**config.mk**
```make
export PLATFORM = sky130hd
export DESIGN_NAME = digit_serial_addsub_flat
export DESIGN_NICKNAME = d
export VERILOG_FILES = /design/src/rtl/digit_serial_addsub_if.sv /design/src/rtl/digit_serial_addsub.sv /design/src/flat_wrapper.sv
export SDC_FILE = /design/constraint.sdc
export NUM_CORES = 1
export LEC_CHECK = 0
export CELL_PAD_IN_SITES_DETAIL_PLACEMENT = 0
export CELL_PAD_IN_SITES_GLOBAL_PLACEMENT = 1
export CORE_MARGIN = 4
export CORE_UTILIZATION = 30
export DETAILED_ROUTE_END_ITERATION = 16
export PLACE_DENSITY_LB_ADDON = 0.1
export RECOVER_POWER = 100
export SYNTH_ARGS = -nofsm -noshare
export SYNTH_HDL_FRONTEND = slang
export SYNTH_SLANG_ARGS = --single-unit
```
**constraint.sdc**
```tcl
create_clock -name clk -period 1.9 [get_ports clk]
set_input_delay 0.475 -clock clk [delete_from_list [all_inputs] [get_ports clk]]
set_output_delay 0.475 -clock clk [all_outputs]
set_load 0.01 [all_outputs]
```
**src/rtl/digit_serial_addsub_if.sv**
```systemverilog
// Streaming operand/result bundle for the digit-serial add/sub lane.
// master drives operands and out_ready; slave is the arithmetic block.
interface digit_serial_addsub_if #(
    parameter int WIDTH = 16
);
    logic             in_valid;
    logic             in_ready;
    logic [WIDTH-1:0] a;
    logic [WIDTH-1:0] b;
    logic             op;
    logic             cin;
    logic             out_valid;
    logic             out_ready;
    logic [WIDTH-1:0] sum;
    logic             cout;
    logic             overflow;
    logic             zero;

    modport master (
        output in_valid, a, b, op, cin, out_ready,
        input  in_ready, out_valid, sum, cout, overflow, zero
    );

    modport slave (
        input  in_valid, a, b, op, cin, out_ready,
        output in_ready, out_valid, sum, cout, overflow, zero
    );
endinterface

```
**src/rtl/digit_serial_addsub.sv**
```systemverilog
// Digit-serial signed/unsigned adder-subtractor: DIGIT bits per clock, carry held between digits.
// Optional signed saturation is enabled by defining DIGIT_SERIAL_ADDSUB_SATURATE_EN.
module digit_serial_addsub #(
    parameter int WIDTH = 16,
    parameter int DIGIT = 4
) (
    input  logic                 clk,
    input  logic                 rst_n,
    digit_serial_addsub_if.slave bus
);
    localparam int NDIG = WIDTH / DIGIT;
    localparam int CW   = (NDIG > 1) ? $clog2(NDIG) : 1;
    localparam logic [CW-1:0] LAST_DIG = CW'(NDIG - 1);

    localparam logic [1:0] ST_IDLE = 2'd0;
    localparam logic [1:0] ST_RUN  = 2'd1;
    localparam logic [1:0] ST_DONE = 2'd2;

    logic [1:0]       state_q,     state_d;
    logic [CW-1:0]    cnt_q,       cnt_d;
    logic             carry_q,     carry_d;
    logic [WIDTH-1:0] a_sh_q,      a_sh_d;
    logic [WIDTH-1:0] b_sh_q,      b_sh_d;
    logic [WIDTH-1:0] res_q,       res_d;
    logic [WIDTH-1:0] sum_q,       sum_d;
    logic             cout_q,      cout_d;
    logic             ovf_q,       ovf_d;
    logic             zero_q,      zero_d;
    logic             in_ready_q,  in_ready_d;
    logic             out_valid_q, out_valid_d;

    logic [DIGIT-1:0] a_dig_s;
    logic [DIGIT-1:0] b_dig_s;
    logic [DIGIT:0]   dig_sum_s;
    logic [WIDTH-1:0] res_ins_s;
    logic             msb_cin_s;
    logic             ovf_fin_s;
    logic [WIDTH-1:0] fin_sum_s;

`ifdef DIGIT_SERIAL_ADDSUB_SATURATE_EN
    logic a_msb_q, a_msb_d;
`endif

    // One ripple slice on the low digit; result digits enter at the top and shift down.
    always_comb begin
        a_dig_s   = a_sh_q[DIGIT-1:0];
        b_dig_s   = b_sh_q[DIGIT-1:0];
        dig_sum_s = {1'b0, a_dig_s} + {1'b0, b_dig_s} + {{DIGIT{1'b0}}, carry_q};
        res_ins_s = (res_q >> DIGIT) | (WIDTH'(dig_sum_s[DIGIT-1:0]) << (WIDTH - DIGIT));
        // Only meaningful on the last digit, where bit DIGIT-1 is the operand MSB.
        msb_cin_s = a_dig_s[DIGIT-1] ^ b_dig_s[DIGIT-1] ^ dig_sum_s[DIGIT-1];
        ovf_fin_s = msb_cin_s ^ dig_sum_s[DIGIT];
`ifdef DIGIT_SERIAL_ADDSUB_SATURATE_EN
        if (ovf_fin_s) begin
            fin_sum_s = a_msb_q ? {1'b1, {(WIDTH-1){1'b0}}} : {1'b0, {(WIDTH-1){1'b1}}};
        end else begin
            fin_sum_s = res_ins_s;
        end
`else
        fin_sum_s = res_ins_s;
`endif
    end

    // Control FSM and next-state for datapath and registered outputs.
    always_comb begin
        state_d     = state_q;
        cnt_d       = cnt_q;
        carry_d     = carry_q;
        a_sh_d      = a_sh_q;
        b_sh_d      = b_sh_q;
        res_d       = res_q;
        sum_d       = sum_q;
        cout_d      = cout_q;
        ovf_d       = ovf_q;
        zero_d      = zero_q;
        in_ready_d  = in_ready_q;
        out_valid_d = out_valid_q;
`ifdef DIGIT_SERIAL_ADDSUB_SATURATE_EN
        a_msb_d     = a_msb_q;
`endif
        case (state_q)
            ST_IDLE: begin
                if (bus.in_valid && in_ready_q) begin
                    state_d    = ST_RUN;
                    cnt_d      = {CW{1'b0}};
                    a_sh_d     = bus.a;
                    b_sh_d     = bus.b ^ {WIDTH{bus.op}};
                    carry_d    = bus.cin ^ bus.op;
                    in_ready_d = 1'b0;
`ifdef DIGIT_SERIAL_ADDSUB_SATURATE_EN
                    a_msb_d    = bus.a[WIDTH-1];
`endif
                end else begin
                    state_d = ST_IDLE;
                end
            end
            ST_RUN: begin
                a_sh_d  = a_sh_q >> DIGIT;
                b_sh_d  = b_sh_q >> DIGIT;
                res_d   = res_ins_s;
                carry_d = dig_sum_s[DIGIT];
                if (cnt_q == LAST_DIG) begin
                    state_d     = ST_DONE;
                    sum_d       = fin_sum_s;
                    cout_d      = dig_sum_s[DIGIT];
                    ovf_d       = ovf_fin_s;
                    zero_d      = (fin_sum_s == {WIDTH{1'b0}});
                    out_valid_d = 1'b1;
                end else begin
                    cnt_d = cnt_q + CW'(1);
                end
            end
            ST_DONE: begin
                if (bus.out_ready) begin
                    state_d     = ST_IDLE;
                    out_valid_d = 1'b0;
                    in_ready_d  = 1'b1;
                end else begin
                    state_d = ST_DONE;
                end
            end
            default: begin
                state_d     = ST_IDLE;
                out_valid_d = 1'b0;
                in_ready_d  = 1'b1;
            end
        endcase
    end

    // State and output registers; reset drops any operation in flight.
    always_ff @(posedge clk or negedge rst_n) begin
        if (!rst_n) begin
            state_q     <= ST_IDLE;
            cnt_q       <= {CW{1'b0}};
            carry_q     <= 1'b0;
            a_sh_q      <= {WIDTH{1'b0}};
            b_sh_q      <= {WIDTH{1'b0}};
            res_q       <= {WIDTH{1'b0}};
            sum_q       <= {WIDTH{1'b0}};
            cout_q      <= 1'b0;
            ovf_q       <= 1'b0;
            zero_q      <= 1'b0;
            in_ready_q  <= 1'b1;
            out_valid_q <= 1'b0;
`ifdef DIGIT_SERIAL_ADDSUB_SATURATE_EN
            a_msb_q     <= 1'b0;
`endif
        end else begin
            state_q     <= state_d;
            cnt_q       <= cnt_d;
            carry_q     <= carry_d;
            a_sh_q      <= a_sh_d;
            b_sh_q      <= b_sh_d;
            res_q       <= res_d;
            sum_q       <= sum_d;
            cout_q      <= cout_d;
            ovf_q       <= ovf_d;
            zero_q      <= zero_d;
            in_ready_q  <= in_ready_d;
            out_valid_q <= out_valid_d;
`ifdef DIGIT_SERIAL_ADDSUB_SATURATE_EN
            a_msb_q     <= a_msb_d;
`endif
        end
    end

    assign bus.in_ready  = in_ready_q;
    assign bus.out_valid = out_valid_q;
    assign bus.sum       = sum_q;
    assign bus.cout      = cout_q;
    assign bus.overflow  = ovf_q;
    assign bus.zero      = zero_q;
endmodule

```
**src/flat_wrapper.sv**
```systemverilog
// flat-port wrapper written by rule: the top's interface ports become plain ports
module digit_serial_addsub_flat 
#(
    parameter int WIDTH = 16,
    parameter int DIGIT = 4
)
  (clk, rst_n, bus_in_valid, bus_a, bus_b, bus_op, bus_cin, bus_out_ready, bus_in_ready, bus_out_valid, bus_sum, bus_cout, bus_overflow, bus_zero);
  digit_serial_addsub_if #(.WIDTH(WIDTH)) bus_i ();
  input  logic clk;
  input  logic rst_n;
  input wire logic [$bits(bus_i.in_valid)-1:0] bus_in_valid;
  input wire logic [$bits(bus_i.a)-1:0] bus_a;
  input wire logic [$bits(bus_i.b)-1:0] bus_b;
  input wire logic [$bits(bus_i.op)-1:0] bus_op;
  input wire logic [$bits(bus_i.cin)-1:0] bus_cin;
  input wire logic [$bits(bus_i.out_ready)-1:0] bus_out_ready;
  output wire logic [$bits(bus_i.in_ready)-1:0] bus_in_ready;
  output wire logic [$bits(bus_i.out_valid)-1:0] bus_out_valid;
  output wire logic [$bits(bus_i.sum)-1:0] bus_sum;
  output wire logic [$bits(bus_i.cout)-1:0] bus_cout;
  output wire logic [$bits(bus_i.overflow)-1:0] bus_overflow;
  output wire logic [$bits(bus_i.zero)-1:0] bus_zero;
  assign bus_i.in_valid = bus_in_valid;
  assign bus_i.a = bus_a;
  assign bus_i.b = bus_b;
  assign bus_i.op = bus_op;
  assign bus_i.cin = bus_cin;
  assign bus_i.out_ready = bus_out_ready;
  assign bus_in_ready = bus_i.in_ready;
  assign bus_out_valid = bus_i.out_valid;
  assign bus_sum = bus_i.sum;
  assign bus_cout = bus_i.cout;
  assign bus_overflow = bus_i.overflow;
  assign bus_zero = bus_i.zero;
  digit_serial_addsub #(.WIDTH(WIDTH), .DIGIT(DIGIT)) u_core (.clk(clk), .rst_n(rst_n), .bus(bus_i));
endmodule
```
Word level (Yosys, flattened, before mapping)

Cells that the tools add are included.

Register bits after elaboration: 74
Bits of input ports: 38
Output and inout bits: 21
Logic and storage cells: 58

Add/subtract/negate cells: 3
Equality and inequality tests: 7
Multiplexer cells: 19
Bitwise gates (word level): 8
Reduce and logical (&&, ||, !) cells: 9

Operator list:

| kind                | number |
|---|---|
| $pmux 16 s2         | 2 |
| $mux 16             | 2 |
| $logic_not 16->1    | 1 |
| $or 12x16->16       | 1 |
| $xor 16x16->16      | 1 |
| $reduce_and 3->1    | 3 |
| $mux 2              | 4 |
| $mux 1              | 6 |
| $pmux 1 s3          | 2 |
| $pmux 2 s3          | 1 |
| $add 4x4->5         | 1 |
| $add 5x1->5         | 1 |
| $eq 2x2->1 const B  | 2 |
| $ne 2x1->1 const B  | 2 |
| $ne 2x2->1 const B  | 2 |
| $pmux 2 s2          | 1 |
| $reduce_and 2->1    | 2 |
| $xor 1x1->1         | 4 |
| $add 2x1->2 const B | 1 |
| $eq 2x1->1 const B  | 1 |
| $logic_not 2->1     | 1 |
| $not 1->1           | 2 |
| $pmux 1 s2          | 1 |
| $reduce_bool 2->1   | 1 |
| $logic_and 1x1->1   | 1 |

Depth between registers and ports, before layout

Depth in word-level cells: 4
Gate-level depth with buffers: 6
Mapped depth without buffers: 6

Least setup slack after synthesis

Ideal clock, no wire load.

Path type: reg-to-reg
Start point: register u_core.b_sh_q[0]
End point: register u_core.ovf_q (netlist: u_core.bus.overflow)
Setup time: 0.128 ns
Data arrival time: 1.799 ns
Data required time: 1.772 ns
Slack: -0.027 ns
Stages on the path, launching flop included: 7
Buffers on the path: 0
Period minus slack after synthesis: 1.927 ns
Cell sequence: dfrtp_1 > fa_1 > fa_1 > a21o_1 > a21oi_1 > xnor2_1 > o21ai_0

Cells in the longest elaborated chain, start to end: 4

Ends and longest elaborated chain:

| what                   | line                       | source |
|---|---|---|
| start, declared        | digit_serial_addsub.sv:23  | `logic [WIDTH-1:0] b_sh_q, b_sh_d;` |
| start signal, assigned | digit_serial_addsub.sv:137 | `b_sh_q <= {WIDTH{1'b0}};` |
| start signal, assigned | digit_serial_addsub.sv:153 | `b_sh_q <= b_sh_d;` |
| $add 4x4->5 (*)        | digit_serial_addsub.sv:48  | `dig_sum_s = {1'b0, a_dig_s} + {1'b0, b_dig_s} + {{DIGIT{1'b0}}, carry_q};` |
| $add 5x1->5 (*)        | digit_serial_addsub.sv:48  |  |
| $xor 1x1->1            | digit_serial_addsub.sv:51  | `msb_cin_s = a_dig_s[DIGIT-1] ^ b_dig_s[DIGIT-1] ^ dig_sum_s[DIGIT-1];` |
| $xor 1x1->1 (*)        | digit_serial_addsub.sv:52  | `ovf_fin_s = msb_cin_s ^ dig_sum_s[DIGIT];` |
| end signal, assigned   | digit_serial_addsub.sv:157 | `ovf_q <= ovf_d;` |
| end, declared          | digit_serial_addsub.sv:27  | `logic ovf_q, ovf_d;` |

Mark *: on every way between the ends. The rest lies on a longest branch, timed or not.
A chain may end at the register's enable or synchronous reset.

Worst setup path in the final report

Start point: register u_core.carry_q
End point: register u_core.zero_q (netlist: u_core.bus.zero)

Cells in the longest elaborated chain, start to end: 3

Ends and longest elaborated chain:

| what                          | line                       | source |
|---|---|---|
| start, declared               | digit_serial_addsub.sv:21  | `logic carry_q, carry_d;` |
| start signal, assigned        | digit_serial_addsub.sv:151 | `carry_q <= carry_d;` |
| $add 5x1->5                   | digit_serial_addsub.sv:48  |  |
| named net u_core.dig_sum_s[1] | digit_serial_addsub.sv:34  | `logic [DIGIT:0] dig_sum_s;` |
| $or 12x16->16                 | digit_serial_addsub.sv:49  | `res_ins_s = (res_q >> DIGIT) \| (WIDTH'(dig_sum_s[DIGIT-1:0]) << (WIDTH - DIGIT));` |
| $logic_not 16->1              | digit_serial_addsub.sv:107 | `zero_d = (fin_sum_s == {WIDTH{1'b0}});` |
| end signal, assigned          | digit_serial_addsub.sv:158 | `zero_q <= zero_d;` |
| end, declared                 | digit_serial_addsub.sv:28  | `logic zero_q, zero_d;` |

The timed path passes the listed nets, and every way through them passes these cells.

==> impl_metrics.env <==
export IMPL_status="finished, violations left"
export IMPL_violations="capacitance limit, slew limit"
export IMPL_hold_path_class="flip-flop to flip-flop"
export IMPL_required_ps=2130
export IMPL_areaGrowthSynthToFinish_pct=33.1
export IMPL_final_area_um2=4150
export IMPL_die_w_um=110
export IMPL_grt_use_met3_pct=2.70
export IMPL_drc_errors=0
export IMPL_yosysMostFrequentCell="nand2_1"
export IMPL_netlist_area_leader_share_pct=55.4
export IMPL_synth_top_area_cell="dfrtp_1"
export IMPL_use_met2_pct=19.1
export IMPL_overflow=0
export IMPL_wl_um=6810
export IMPL_final_nets=410
export IMPL_grt_max_degree=71
export IMPL_drv_slew=71
export IMPL_critPathKind="flip-flop to flip-flop"
export IMPL_worst_pin_slew_ps=1580
export IMPL_powerDensity_nw_per_um2=1520
export IMPL_period_share_pct=99.3
export IMPL_critPathLaunchType="flip-flop"
export IMPL_min_delay_start="u_core.bus.sum[15]"
export IMPL_cts_sinks=70
export IMPL_n_fill_cell=1012
export IMPL_async_reset_ff_share_pct=100
export IMPL_finalHoldViolations=0
export IMPL_die_h_um=110
export IMPL_synth_area_top_cells="dfrtp_1 (55%), nand2_1 (8.8%), mux2_2 (5.1%)"
export IMPL_first_global_vias=2264
export IMPL_synth_distinct_cells=35
export IMPL_synth_area_um2=3120
export IMPL_grt_use_met1_pct=16.1
export IMPL_dieArea_um2=12100
export IMPL_synth_seq_cells=70
export IMPL_via_per_inst=4.58
export IMPL_synth_warnings=0
export IMPL_maxCapViolCount=1
export IMPL_htreeDepth=3
export IMPL_place_hpwl_um=4750
export IMPL_setup_violations=0
export IMPL_num_vias=2306
export IMPL_core_area_um2=9950
export IMPL_syn_inst=300
export IMPL_p_total_uw=6300
export IMPL_r2r_cells=6
export IMPL_ys_seq_area_share_pct=56.2
export IMPL_io_pins=59
export IMPL_r2r_start="u_core.carry_q"
export IMPL_clkLatencyLatePin_ps=340
export IMPL_n_antenna_cell=0
export IMPL_wire_per_inst_um=13.5
export IMPL_leakage_uw=0.00192
export IMPL_antenna_found_initial=0
export IMPL_clock_skew_ps=12.9
export IMPL_place_congestion=0.714
export IMPL_cts_root_buf="clkbuf_8"
export IMPL_synth_fp_nets=344
export IMPL_arrival_ps=2110
export IMPL_end_kind="flip-flop"
export IMPL_ys_flop_type="dfrtp_1"
export IMPL_holdPathStages=2
export IMPL_holdWs_ps=476
export IMPL_cts_tree="yes"
export IMPL_grt_usage_pct=12.1
export IMPL_rows=36
export IMPL_rsz0062_at_grt="true"
export IMPL_max_clock_path_buffers=2
export IMPL_synthTopCellsByCount="nand2_1 (73), dfrtp_1 (69), nor2_1 (30)"
export IMPL_r2r_end="u_core.bus.zero"
export IMPL_numPortBuffers=58
export IMPL_peakVddDrop_uv=487
export IMPL_clock_fmax_mhz=530
export IMPL_setup_tns_final_ps=0
export IMPL_numCtsBuffers=9
export IMPL_path_clk_slew_ps=70
export IMPL_start_util_pct=31.3
export IMPL_busiest_layer="met2"
export IMPL_syn_area_per_cell_um2=10.4
export IMPL_drtIter0Drc=87
export IMPL_drive_gt1_share_pct=16.2
export IMPL_grt_pass1_wl_um=11300
export IMPL_synth_edf_count=0
export IMPL_holdPathEnd="u_core.bus.sum[15]"
export IMPL_r2r_slack_ps=10
export IMPL_slew_headroom_pct=-5.08
export IMPL_dr_pass1_iters=4
export IMPL_min_period_ps=1890
export IMPL_crit_path_max_fanout=2
export IMPL_postPlaceCellArea_um2=3920
export IMPL_ant_nets=0
power breakdown:
group	internal, µW	switching, µW
Combinational	1240	1170
Clock	770	563
Sequential	2130	432
repair_timing:
action,4_1_cts,5_1_grt
pin swaps,6,4
gates cloned,0,0
setup buffers,1,1
hold buffers,0,0
setup endpoints to repair,9,7
endpoints found under the hold margin,0,0
gates resized for setup,6,2
area by class of cell:
| type | instances | area, µm² | share of cell area [%] |
|---|---|---|---|
| well taps | 133 | 166 | 4.01 |
| clock buffers | 10 | 138 | 3.32 |
| repair buffers | 74 | 703 | 16.9 |
| clock inverters | 6 | 85.1 | 2.05 |
| flip-flops and latches | 70 | 1750 | 42.2 |
| inverters | 2 | 7.51 | 0.181 |
| multi-input cells | 209 | 1300 | 31.3 |
per-stage QoR:
step | cells | setup WS [ps] | util (%)
2_1_floorplan | 300 | 9.38 | -
3_3_place_gp | 486 | -295 | 39.3
3_5_place_dp | 486 | -318 | 39.3
4_1_cts | 503 | -46.3 | 41.8
5_1_grt | 504 | -105 | 41.7
6_report | 504 | 13.0 | 41.7
flip-flops by register name, indices dropped and copies added, names as in the netlist:
| signal | count |
|---|---|
| u_core.a_sh_q | 16 |
| u_core.bus.overflow | 1 |
| u_core.res_q | 12 |
| u_core.bus.out_valid | 1 |
| u_core.bus.cout | 1 |
| u_core.b_sh_q | 16 |
| u_core.state_q | 2 |
| u_core.bus.sum | 16 |
| u_core.cnt_q | 2 |
| u_core.bus.in_ready | 1 |
| u_core.bus.zero | 1 |
| u_core.carry_q | 1 |
worst max path at each step:
stage	startpoint	endpoint	depth (start not counted)
6_report	u_core.carry_q	u_core.bus.zero	6
5_1_grt	u_core.carry_q	u_core.bus.overflow	6
4_1_cts	u_core.carry_q	u_core.bus.overflow	6
3_5_place_dp	bus_in_valid	u_core.carry_q	5
3_3_place_gp	bus_in_valid	u_core.carry_q	5
2_1_floorplan	u_core.b_sh_q[0]	u_core.bus.zero	6
layout by cell type, fill, tap and decap left out, drive strengths merged, types with 2 or more instances in the layout:
cell            n
a221o          12
a31oi          12
xor2            2
nand2b          2
ha              4
nor2           30
a21o            2
inv             2
nor4            3
bufinv          2
clkbuf         15
o21ai          17
nand3           5
clkinv          2
nand2          73
dlygate4sd3    21
fa              2
clkdlybuf4s50  35
clkinvlp        2
mux2           14
xnor2          18
buf            12
a21oi           4
dfrtp          69
critical path: stages (launching register included):
cell and delay (ps):
dfrtp_1 410, fa_2 410, fa_2 580, nor4_4 40
nand4_1 110, nor2_1 50, a22o_1 190
metal layers:
layer,share of wire [%],vias up
li1,-,1157
met1,48,1093
met2,46,48
met3,4.1,8
met4,1.2,0
met5,0,-
logic make-up after synthesis:
family,after synthesis,synth area share [%]
buf+inv,21,3.25
xor+xnor,20,5.62
compound gates,50,11.2
simple gates,118,15.4
mux,15,5.38
flops,70,56.2
fa+ha+maj,6,2.89
Power figures use the tool's default switching activity.
==> variant (config.mk and constraints unchanged) <==
`DIGIT` is set to 4 in 2 places; all go to 8.
--- a/src/rtl/digit_serial_addsub.sv
+++ b/src/rtl/digit_serial_addsub.sv
@@ -3,5 +3,5 @@
 module digit_serial_addsub #(
     parameter int WIDTH = 16,
-    parameter int DIGIT = 4
+    parameter int DIGIT = 8
 ) (
     input  logic                 clk,
--- a/src/flat_wrapper.sv
+++ b/src/flat_wrapper.sv
@@ -3,5 +3,5 @@
 #(
     parameter int WIDTH = 16,
-    parameter int DIGIT = 4
+    parameter int DIGIT = 8
 )
   (clk, rst_n, bus_in_valid, bus_a, bus_b, bus_op, bus_cin, bus_out_ready, bus_in_ready, bus_out_valid, bus_sum, bus_cout, bus_overflow, bus_zero);
Function: changed (Yosys sat finds a counterexample within 4 cycles, from zero or initial values and one cycle with rst_n low).
==> variant against the unedited design <==
The flow finishes with violations (capacitance limit, slew limit, setup timing). Via count up 13%. Hold slack better by 0.0023 ns. Design area up 4.3%. Sequential cell count down 5. Worst setup slack worse by 0.22 ns. Total power up 18%. Area after synthesis up 2.6%. Wire length up 14%. Largest cell class unchanged. Largest power group is now combinational cells.
==> variant: results (changes against the unedited design) <==
| Metric | Value |
|---|---|
| Internal Power | `4.623 mW (+12%)` |
| Final HPWL DP | `5653 µm (+19%)` |
| Part of the power in registers | `0.324 (-0.082)` |
| Cells after Synth | `327 (+9.0%)` |
| Final max-slew violation count | `66 (-7.0%)` |
| Post-synthesis mux area share | `0.03831 (-0.01544)` |
| Status | `finished with violations` |
| Failing checks | `capacitance limit, slew limit, setup timing` |
| Global-route wire length before repair | `12950 µm (+14%)` |
| # nets final | `457 (+11%)` |
| XOR/XNOR Fraction of Synth Area | `0.05473 (-0.001427)` |
| Hold Path Cell Cnt | `2 (unchanged)` |
| Initial DRC count | `91 (+4.6%)` |
| Clock Skew | `0.004652 ns (-0.008222 ns)` |
| Setup ws final | `-0.2068 ns (-0.2199 ns)` |
| WHS | `0.4780 ns (+0.002253 ns)` |
| Sequential fraction of the synthesis area | `0.5086 (-0.05337)` |
| Post-synth cell types | `48 (+37%)` |
| Compound-Gate Fraction of Synth Area | `0.1419 (+0.02959)` |
| Largest net degree at the start of global routing | `66 (-7.0%)` |
| Clock Path Buffers | `2 (unchanged)` |
| PortBufs | `58 (unchanged)` |
| CP arrival | `2.32 ns (+0.21 ns)` |
| Placed Cells | `532 (+9.5%)` |
| WL final | `7776 µm (+14%)` |
| Top area cells in the synthesized netlist | `dfrtp_1 50%, nand2_1 6.5%, xnor2_1 5.5%` |
| Synth Net Count | `374 (+8.7%)` |
| Slowest Stage Delay on Critical Path | `0.42 ns (-0.16 ns)` |
| WL/cell | `14.16 µm (+4.8%)` |
| Slew headroom | `-0.06726 (-0.01643)` |
| Final setup TNS | `-0.9284 ns (-0.9284 ns)` |
| Final setup fails | `8 (+8)` |
| Gr usage total | `0.1300 (+0.009306)` |
| HP Start | `u_core.b_sh_q[9]` |
| Worst reg-to-reg path cell count | `7 (+1)` |
| Comb pwr share | `0.525 (+0.143)` |
| Maximum vdd ir drop | `455.3 µV (-6.4%)` |
| Vias | `2602 (+13%)` |
| Comb group | `3.90 mW (+62%)` |
| Hold EP | `u_core.b_sh_q[1]` |
| Place WS | `-0.2459 ns (+0.07163 ns)` |
| DP Area | `0.004153 mm² (+6.0%)` |
| Worst setup startpoint | `u_core.b_sh_q[0]` |
| CP max FO | `4 (+2)` |
| Post-synth top cells | `64 x dfrtp_1, 55 x nand2_1, 28 x nor2_1, 21 x o21ai_0, 20 x xnor2_1` |
| Max-cap viol count | `1 (unchanged)` |
| Ratio of cells with drive above 1 in the final layout | `0.1768 (+0.01503)` |
| Reg-to-reg endpoint | `u_core.bus.overflow` |
| Synth top area share | `0.5004 (-0.05316)` |
| Final Wtd Congestion | `0.8086 (+13%)` |
variant: cell types whose count changed after synthesis, moves of 5 or more:
cell      before  now
nand3_1        5   14
a221o_2        6    0
o21ai_0       12   21
a221o_1        6    0
a211oi_1       0    8
nand2_1       73   55
nand3b_1       0    8
a21oi_1        4   13
dfrtp_1       69   64
variant: per-layer routing:
metal	track usage	vias to the layer above	share of wire
li1	-	1305	-
met1	0.1724	1228	0.47
met2	0.2063	58	0.47
met3	0.03111	11	0.041
met4	0.04785	0	0.016
met5	0	-	0
variant: repair_timing:
action,CTS,global route
setup endpoints to repair,11,12
cloned,0,0
resized for setup,8,8
hold buffers,0,0
setup buffers,1,2
pin swaps,9,9
variant: final cells by class:
cell class / count / area [µm²]
Fill cell: 1097 / 6042
Multi-Input combinational cell: 237 / 1524
Inverter: 5 / 18.77
Sequential cell: 65 / 1628
Clock inverter: 4 / 45.04
Timing Repair Buffer: 92 / 804.5
Tap cell: 136 / 170.2
Clock buffer: 10 / 137.6
